### config.mk
export PLATFORM = sky130hd
export DESIGN_NAME = pwm_capture
export DESIGN_NICKNAME = d
export VERILOG_FILES = /design/src/rtl/pwm_pkg.sv /design/src/rtl/pwm_sync_edge.sv /design/src/rtl/pwm_capture.sv
export SDC_FILE = /design/constraint.sdc
export NUM_CORES = 1
export LEC_CHECK = 0
export ABC_AREA = 1
export BUFFER_PORTS_ARGS = -buffer_cell sky130_fd_sc_hd__buf_2
export CORE_UTILIZATION = 60
export DETAILED_ROUTE_END_ITERATION = 7
export PLACE_DENSITY = 0.86
export SKIP_LAST_GASP = 1
export SLEW_MARGIN = 10
export SYNTH_ARGS = -nofsm -noshare
export SYNTH_HDL_FRONTEND = slang
export SYNTH_SLANG_ARGS = --single-unit
### constraint.sdc
create_clock -name clk -period 2.2 [get_ports clk]
set_clock_uncertainty 0.05 [all_clocks]
set_input_delay 0.33 -clock clk [delete_from_list [all_inputs] [get_ports clk]]
set_output_delay 0.33 -clock clk [all_outputs]
set_load 0.005 [all_outputs]
### src/rtl/pwm_pkg.sv
// Shared definitions for the duty-cycle PWM link (generator and capture sides).
package pwm_pkg;
    typedef enum logic [1:0] {IDLE, HIGH, LOW} state_e;

    localparam int DUTY_W      = 8;
    localparam int DUTY_MAX    = 255;
    localparam int STEP_DEF    = 4;
    localparam int CW_DEF      = 21;
    localparam int TIMEOUT_DEF = 1048575;
    localparam int SYNC_DEF    = 2;

    // Unit counter runs to 256 so "more than full scale" stays visible until clamped here.
    function automatic logic [DUTY_W-1:0] sat_duty(input logic [8:0] units);
        return (units > 9'(DUTY_MAX)) ? DUTY_W'(DUTY_MAX) : units[DUTY_W-1:0];
    endfunction
endpackage

### src/rtl/pwm_sync_edge.sv
// Metastability synchroniser for the PWM pin plus registered edge detection.
module pwm_sync_edge #(
    parameter int SYNC_STAGES = 2
) (
    input  logic clk,
    input  logic reset,
    input  logic pwm_in,
    output logic rise,
    output logic fall,
    output logic level
);
    logic [SYNC_STAGES-1:0] sync_q, sync_d;
    logic                   s_d_q, s_d_d;

    always_comb begin
        sync_d = {sync_q[SYNC_STAGES-2:0], pwm_in};
        s_d_d  = sync_q[SYNC_STAGES-1];
    end

    always_ff @(posedge clk) begin
        if (reset) begin
            sync_q <= '0;
            s_d_q  <= 1'b0;
        end else begin
            sync_q <= sync_d;
            s_d_q  <= s_d_d;
        end
    end

    assign level = sync_q[SYNC_STAGES-1];
    assign rise  = level & ~s_d_q;
    assign fall  = ~level & s_d_q;
endmodule

### src/rtl/pwm_capture.sv
// PWM receiver: measures high time and period between rising edges, decodes duty,
// and reports a stuck line after TIMEOUT cycles without a rising edge.
module pwm_capture
    import pwm_pkg::*;
#(
    parameter int STEP        = STEP_DEF,
    parameter int CW          = CW_DEF,
    parameter int TIMEOUT     = TIMEOUT_DEF,
    parameter int SYNC_STAGES = SYNC_DEF
) (
    input  logic              clk,
    input  logic              reset,
    input  logic              pwm_in,
    output logic [DUTY_W-1:0] duty,
    output logic [CW-1:0]     period,
    output logic              duty_valid,
    output logic              stuck,
    output logic              level
);
    localparam int            SW        = (STEP > 1) ? $clog2(STEP) : 1;
    localparam logic [SW-1:0] STEP_LAST = SW'(STEP - 1);
    localparam logic [SW-1:0] STEP_INIT = (STEP == 1) ? SW'(0) : SW'(1);
    localparam logic [8:0]    UNIT_INIT = (STEP == 1) ? 9'd1 : 9'd0;
    localparam logic [8:0]    UNIT_SAT  = 9'd256;
    localparam logic [CW-1:0] TO_LAST   = CW'(TIMEOUT - 1);
    localparam logic [CW-1:0] CNT_MAX   = {CW{1'b1}};

    logic rise, fall, lvl;

    pwm_sync_edge #(.SYNC_STAGES(SYNC_STAGES)) u_sync (
        .clk    (clk),
        .reset  (reset),
        .pwm_in (pwm_in),
        .rise   (rise),
        .fall   (fall),
        .level  (lvl)
    );

    state_e            state_q, state_d;
    logic [CW-1:0]     per_cnt_q, per_cnt_d;
    logic [CW-1:0]     idle_cnt_q, idle_cnt_d;
    logic [SW-1:0]     step_cnt_q, step_cnt_d;
    logic [8:0]        unit_cnt_q, unit_cnt_d;
    logic [DUTY_W-1:0] duty_q, duty_d;
    logic [CW-1:0]     period_q, period_d;
    logic              valid_q, valid_d;
    logic              stuck_q, stuck_d;
    logic              restart, report, timeout;

    always_comb begin
        state_d    = state_q;
        per_cnt_d  = per_cnt_q;
        idle_cnt_d = idle_cnt_q;
        step_cnt_d = step_cnt_q;
        unit_cnt_d = unit_cnt_q;
        duty_d     = duty_q;
        period_d   = period_q;
        valid_d    = 1'b0;
        stuck_d    = stuck_q;
        restart    = 1'b0;
        report     = 1'b0;
        timeout    = 1'b0;

        case (state_q)
            IDLE: begin
                per_cnt_d = '0;
                if (rise) begin
                    restart    = 1'b1;
                    stuck_d    = 1'b0;
                    idle_cnt_d = '0;
                end else if (!stuck_q) begin
                    // Once stuck is reported, stay quiet until the line moves again.
                    if (idle_cnt_q >= TO_LAST) timeout = 1'b1;
                    else                       idle_cnt_d = idle_cnt_q + CW'(1);
                end
            end
            HIGH: begin
                if (per_cnt_q >= TO_LAST) begin
                    timeout = 1'b1;
                end else begin
                    per_cnt_d = (per_cnt_q == CNT_MAX) ? per_cnt_q : per_cnt_q + CW'(1);
                    if (fall) begin
                        state_d = LOW;
                    end else if (step_cnt_q == STEP_LAST) begin
                        step_cnt_d = '0;
                        if (unit_cnt_q != UNIT_SAT) unit_cnt_d = unit_cnt_q + 9'd1;
                    end else begin
                        step_cnt_d = step_cnt_q + SW'(1);
                    end
                end
            end
            LOW: begin
                // A rise coinciding with the timeout threshold is a valid edge.
                if (rise) begin
                    report  = 1'b1;
                    restart = 1'b1;
                end else if (per_cnt_q >= TO_LAST) begin
                    timeout = 1'b1;
                end else begin
                    per_cnt_d = (per_cnt_q == CNT_MAX) ? per_cnt_q : per_cnt_q + CW'(1);
                end
            end
            default: state_d = IDLE;
        endcase

        if (report) begin
            duty_d   = sat_duty(unit_cnt_q);
            period_d = per_cnt_q;
            valid_d  = 1'b1;
        end
        // The rising cycle is already the first high cycle of the new period.
        if (restart) begin
            state_d    = HIGH;
            per_cnt_d  = CW'(1);
            step_cnt_d = STEP_INIT;
            unit_cnt_d = UNIT_INIT;
        end
        if (timeout) begin
            state_d    = IDLE;
            per_cnt_d  = '0;
            idle_cnt_d = '0;
            stuck_d    = 1'b1;
            duty_d     = lvl ? DUTY_W'(DUTY_MAX) : '0;
            period_d   = '0;
            valid_d    = 1'b1;
        end
    end

    always_ff @(posedge clk) begin
        if (reset) begin
            state_q    <= IDLE;
            per_cnt_q  <= '0;
            idle_cnt_q <= '0;
            step_cnt_q <= '0;
            unit_cnt_q <= '0;
            duty_q     <= '0;
            period_q   <= '0;
            valid_q    <= 1'b0;
            stuck_q    <= 1'b0;
        end else begin
            state_q    <= state_d;
            per_cnt_q  <= per_cnt_d;
            idle_cnt_q <= idle_cnt_d;
            step_cnt_q <= step_cnt_d;
            unit_cnt_q <= unit_cnt_d;
            duty_q     <= duty_d;
            period_q   <= period_d;
            valid_q    <= valid_d;
            stuck_q    <= stuck_d;
        end
    end

    assign duty       = duty_q;
    assign period     = period_q;
    assign duty_valid = valid_q & ~reset;
    assign stuck      = stuck_q;
    assign level      = lvl;
endmodule
# ---- Yosys cells after proc, flatten, opt, wreduce, memory -nomap -nowiden
# Cells that the tools add are included.
dict set report totals {
  ff_bits 89
  latch_bits 0
  mem_bits_rw 0
  rom_bits 0
  input_bits 3
  output_inout_bits 32
  word_cells 101
  mem_count 0
}
dict set report op_classes {
  n_addsub 4
  mul 0
  div_mod_pow 0
  magnitude_cmp 3
  n_eq_ne 16
  shift 0
  n_mux 35
  bitwise 9
  reduce_logical 20
}
# op count
set ops {}
lappend ops {{$mux W21} 6}
lappend ops {{$pmux W21 S3} 1}
lappend ops {{$add A21 B1 Y21 const B} 2}
lappend ops {{$ge A21 B20 Y1 const B} 2}
lappend ops {{$mux W8} 4}
lappend ops {{$eq A21 B21 Y1 const B} 1}
lappend ops {{$mux W1} 19}
lappend ops {{$reduce_and A3 Y1} 5}
lappend ops {{$ne A2 B2 Y1 const B} 6}
lappend ops {{$add A9 B1 Y9 const B} 1}
lappend ops {{$gt A9 B8 Y1 const B} 1}
lappend ops {{$ne A3 B3 Y1 const B} 3}
lappend ops {{$ne A9 B9 Y1 const B} 1}
lappend ops {{$reduce_bool A2 Y1} 4}
lappend ops {{$mux W2} 3}
lappend ops {{$not A1 Y1} 6}
lappend ops {{$reduce_and A2 Y1} 3}
lappend ops {{$reduce_or A2 Y1} 3}
lappend ops {{$reduce_and A5 Y1} 1}
lappend ops {{$eq A2 B2 Y1 const B} 2}
lappend ops {{$ne A2 B1 Y1 const B} 2}
lappend ops {{$pmux W2 S2} 1}
lappend ops {{$reduce_bool A4 Y1} 1}
lappend ops {{$and A1 B1 Y1} 3}
lappend ops {{other kinds (6)} 6}

# ---- Logic depth before layout (Yosys ltp)
dict set report logic_depth {
  word_depth 7
  depth_mapped 14
  ltp_nobuf 13
}

# ---- Modules after synthesis
# Synthesis repeated with hierarchy kept, for this count alone.
dict set report unflattened {
  cells_unflattened 697
  area_unflattened_um2 4740.8
}
# module n_inst cells_per_inst area_per_inst_um2 seq_area_each_um2
set by_module_without_submodules {}
lappend by_module_without_submodules {pwm_capture 1 685 4647.0 1721.7}
lappend by_module_without_submodules {pwm_sync_edge 1 12 93.8 60.1}

# ---- Worst setup path after synthesis
# Ideal clock, no wire load.
dict set report synth_timing {
  path_type {reg2reg}
  start {reg state_q[0]}
  end {reg per_cnt_q[8]}
  setup_time_ns 0.064
  arrival_time_ns 1.726
  path_slack_ns 0.360
  stages_incl_launch_ff 10
  period_less_slack_ns 1.840
  path_cell_list {dfxtp_1 -> inv_1 -> ha_1 -> clkbuf_1 -> inv_1 -> nor2_2 -> inv_1 -> o21ai_0 -> nand2_1 -> nor2_1}
}
dict set report synth_between {
  elab_chain_cells 4
}
# item line
set synth_lines {}
lappend synth_lines {{start, declared} pwm_capture.sv:39} ;# state_e state_q, state_d;
lappend synth_lines {{start signal, assigned} pwm_capture.sv:141} ;# state_q <= state_d;
lappend synth_lines {{$eq A2 B2 Y1 / $logic_not A2 Y1 (equally long branches)} pwm_capture.sv:64} ;# case (state_q)
lappend synth_lines {{$reduce_or A2 Y1 (no source line)} --}
lappend synth_lines {{$mux W1} --}
lappend synth_lines {{$reduce_or A3 Y1 (no source line)} --}
lappend synth_lines {{end signal, assigned} pwm_capture.sv:142} ;# per_cnt_q <= per_cnt_d;
lappend synth_lines {{end, declared} pwm_capture.sv:40} ;# logic [CW-1:0] per_cnt_q, per_cnt_d;
# Several ways; a longest one is shown, not always the timed one.
# A chain may end at the register's enable or synchronous reset.

# ---- Worst setup path after layout
dict set report layout_timing {
  start {reg per_cnt_q[1]}
  end {reg per_cnt_q[15]}
}
dict set report layout_between {
  elab_chain_cells 5
}
# item line
set layout_lines {}
lappend layout_lines {{$add A21 B1 Y21 (tied with other cells)} {pwm_capture.sv:81, pwm_capture.sv:100}}
lappend layout_lines {{$mux W21 / $mux W1 (equally long branches)} --}
lappend layout_lines {{$mux W21 / $mux W1 (equally long branches)} {pwm_capture.sv:78, pwm_capture.sv:97, pwm_capture.sv:94}}
lappend layout_lines {{$mux W21 / $pmux W1 S3 (equally long branches)} {pwm_capture.sv:94, pwm_capture.sv:64}}
lappend layout_lines {{$pmux W21 S3 / $reduce_or A3 Y1 (equally long branches)} --}
# Several ways; a longest one is shown, not always the timed one. The select of a mux whose other input is x is not followed.

==> run summary <==
The run finished with clean final reports. The tools report the static power due to leakage as 0.00199 µW. The largest individual stage delay along the critical path comes from the cell nor4_1. Post-synthesis cell type with the largest combined area: dfxtp_1.

For this design the top-level I/O count stands at 35. Synthesis produced 703 cells. For the final hold violation count, the log shows 0. Dividing the detail-routed wire length by the instance count gives 13.1 µm.

The die area is 0.00825 mm². In this run the standard cell core region covers 0.00769 mm². For the net count after synthesis, the log shows 719.

The via count of the first global-routing pass came out at 4313. Before antenna repair, the detailed router went through 5 iterations. The total vias in the final route is 4648. Counting instances, the worst hold path has a depth of 3.

The netlist uses 34 different library cells. TritonCTS built the clock tree. Walking the worst path, the cells encountered are ha_1 > inv_1 > nor2_1 > nand2_1 > nor4_1 > buf_4 > nor3_1 > nand3_1 > a21oi_1. The number of buffers created by CTS was 9. Sorting the synthesized cells by area gives the leading types as dfxtp_1 38%, nand2_1 13%, nor2_1 10%, a21oi_1 6.8%, inv_1 5.1%. After floorplanning, the core was divided into 32 placement rows.

The share of synthesized area in the top cell type comes to 37.6%. The run gives 270 as the detailed router's first-iteration violation count. After filler insertion, the fill cell instance count of the layout stands at 680.

The maximum fanout encountered on the critical timing path is 6. During synthesis, Yosys emitted a total of 0 warnings. Setup violations remaining at the end of the flow were counted as 0. The total routing usage reported by global routing came out at 28.2%. The tool flagged a number of max-cap violations equal to 0. The run gives 61.6% as the starting utilization of the core area. Port buffering added 34 buffers.

Kind of start point of the critical path: a register. Master cell of the clock root buffer: clkbuf_8. Number of antenna violations at the first check in global routing: 0. Type of destination of the critical path: a register. The count of pins over their slew limit is 0.

The total overflow left after global routing is 0. Hold repair after CTS inserted 0 buffers. The post-detailed-placement half-perimeter wirelength is 8.04 mm, and the horizontal extent of the die is 90.8 µm.

The run gives 0.37 ns as the clock latency on the worst-skew pair. The overall routed net length is 11.2 mm. In the routed design, unresolved DRC markers number 0.

The peak supply drop was 314 µV. The floorplan die height was 90.8 µm; the weighted congestion at the end of routability-driven global placement was 0.985. The synthesized netlist occupies a cell area of 0.00473 mm². The first global-routing pass estimated 19.1 mm of wire. The clock period could shrink to 2.11 ns.

Once layout is complete, the utilization of the core stands at 69.3%. Using the TritonRoute via totals, the vias-per-cell ratio works out to 5.44. The largest single stage delay on the critical path is 0.46 ns. For this run, the top clock speed supported by timing is 475 MHz.

The post-CTS clock slew at the launch and capture registers of the worst setup and hold paths came out at 0.10 ns. Synthesis inferred 89 register bits. Cells with a size suffix above 1 make up 15.0% of the layout. The worst register-to-register path has a depth of 9. For the number of routed nets with antenna violations, the log shows 0.

The setup path with the least slack is of type reg2reg. Dividing total power by cell area gives a power density of 531 mW/mm². Headroom to the max-slew limit came out at 66.2%. 0 antenna diodes ended up in the layout. The clock passes through at most 2 buffers. The hold slack was 0.127 ns. The synthesized area divided by synthesized cell count was 6.73 µm²; the area growth from synthesis to final layout was 12.6%.

The largest net degree at the start of global routing was 33; the final-stage net count was 763. The clock tree synthesis step divided the H-tree into 3 levels. The share of the Yosys chip area taken by registers is 37.6%. The worst path uses 95.8% of the clock period. For the pin with the worst max-slew slack, the measured transition is 0.503 ns.

The class of the worst hold path is in2reg. STA puts the critical path data required time at 2.41 ns. For the worst setup path, the data arrival time is 2.32 ns.

The tree built by TritonCTS fans out to 89 sinks.
[flip-flops by register name, summed over array words and instances (netlist names)]
name / count
step_cnt_q: 2
valid_q: 1
state_q: 2
idle_cnt_q: 21
u_sync.s_d_q: 1
per_cnt_q: 21
period: 21
stuck: 1
duty: 8
unit_cnt_q: 9
u_sync.sync_q: 2
[metal layers]
metal	wire, µm	GRT usage (%)
met5	0	0
met4	305	11.0
met3	762	5.81
met2	5510	49.1
met1	4640	33.9
[where the power goes]
part | internal (µW) | leakage, µW | switching (µW) | total, µW
clock | 418 | 0.0000822 | 629 | 1050
combinational | 49.1 | 0.00119 | 100 | 149
sequential | 1620 | 0.000723 | 13.5 | 1640
total | 2090 | 0.00199 | 742 | 2830
[worst paths after layout]
path	from	end	slack, ns
hold reg to reg	u_sync.sync_q[0]	u_sync.sync_q[1]	0.37
setup reg to reg	per_cnt_q[1]	per_cnt_q[15]	0.09
hold / removal	pwm_in	u_sync.sync_q[0]	0.13
setup / recovery	per_cnt_q[1]	per_cnt_q[15]	0.09
[layout make-up]
type | instances | area, µm² | share of cell area, %
multi-input combinational | 526 | 2620 | 49.2
sequential | 89 | 1790 | 33.7
timing repair buffer | 55 | 357 | 6.69
inverter | 66 | 251 | 4.72
tap | 102 | 128 | 2.40
clock buffer | 9 | 124 | 2.33
clock inverter | 7 | 53.8 | 1.01
[metrics by stage]
stage | std cells | total power (µW) | TNS (ns) | area [µm²] | worst slack (ns)
floorplan | 703 | 1770 | 0 | 4730 | 0.360
global placement | 835 | 1810 | 0 | 5050 | 0.158
detailed placement | 835 | 1820 | 0 | 5050 | 0.117
CTS | 851 | 2840 | 0 | 5230 | 0.0830
global route | 854 | 2930 | -0.287 | 5330 | -0.0641
finish | 854 | 2830 | 0 | 5330 | 0.0932
[Yosys cell counts]
library cell / count
o21a_1: 4
inv_1: 64
o21ai_0: 11
nor2_1: 128
nor2_4: 2
ha_1: 13
buf_2: 9
o21ai_1: 2
inv_2: 2
clkbuf_1: 7
nand3_1: 35
xnor2_1: 6
o21ai_2: 2
o21bai_1: 2
buf_6: 3
nor3_1: 25
nor2_2: 6
or2_2: 1
dfxtp_1: 89
nand3_4: 1
nand3b_1: 3
buf_4: 2
nor3b_1: 2
nand2_4: 1
nand3_2: 1
nand2_2: 9
xor2_1: 19
nand2_1: 165
buf_1: 1
and2_1: 1
nand4_1: 19
nor4_1: 3
a211oi_1: 1
a21oi_1: 64
[critical path: cells and delay by family (launching register included)]
kind | cells | cell delay (ns)
buffers and inverters | 2 | 0.30
AOI/OAI and AO/OA | 1 | 0.07
DFF | 1 | 0.45
and+or+nand+nor | 5 | 0.91
adders and majority gates | 1 | 0.23
[cells by family after synthesis]
kind of cell	synth area share (%)
buffers and inverters	7.85
AND/OR/NAND/NOR	36.8
adder cells (fa/ha/maj)	3.44
XOR/XNOR	4.63
flip-flops	37.6
AO/OA/AOI/OAI	9.62
[layout by cell type (no fill, tap or decap), drive strengths merged, types with 2 or more instances in the layout]
cell type / Yosys / final
nand4: 19 / 19
xor2: 19 / 19
dfxtp: 89 / 89
a21oi: 64 / 64
nand3: 37 / 37
o21bai: 2 / 2
inv: 66 / 67
nor3b: 2 / 2
o21ai: 15 / 15
clkinv: 0 / 2
nor3: 25 / 25
o21a: 4 / 4
clkbuf: 7 / 9
nand3b: 3 / 3
xnor2: 6 / 6
nor4: 3 / 3
ha: 13 / 13
nand2: 175 / 175
clkinvlp: 0 / 4
buf: 15 / 55
nor2: 136 / 136
[what timing repair did]
action | 4_1_cts | 5_1_grt
gates resized for setup | 0 | 22
hold endpoints to repair | 0 | 0
buffers inserted | 0 | 3
setup endpoints to repair | 0 | 30
No activity file was read; power rests on OpenSTA's default activity.
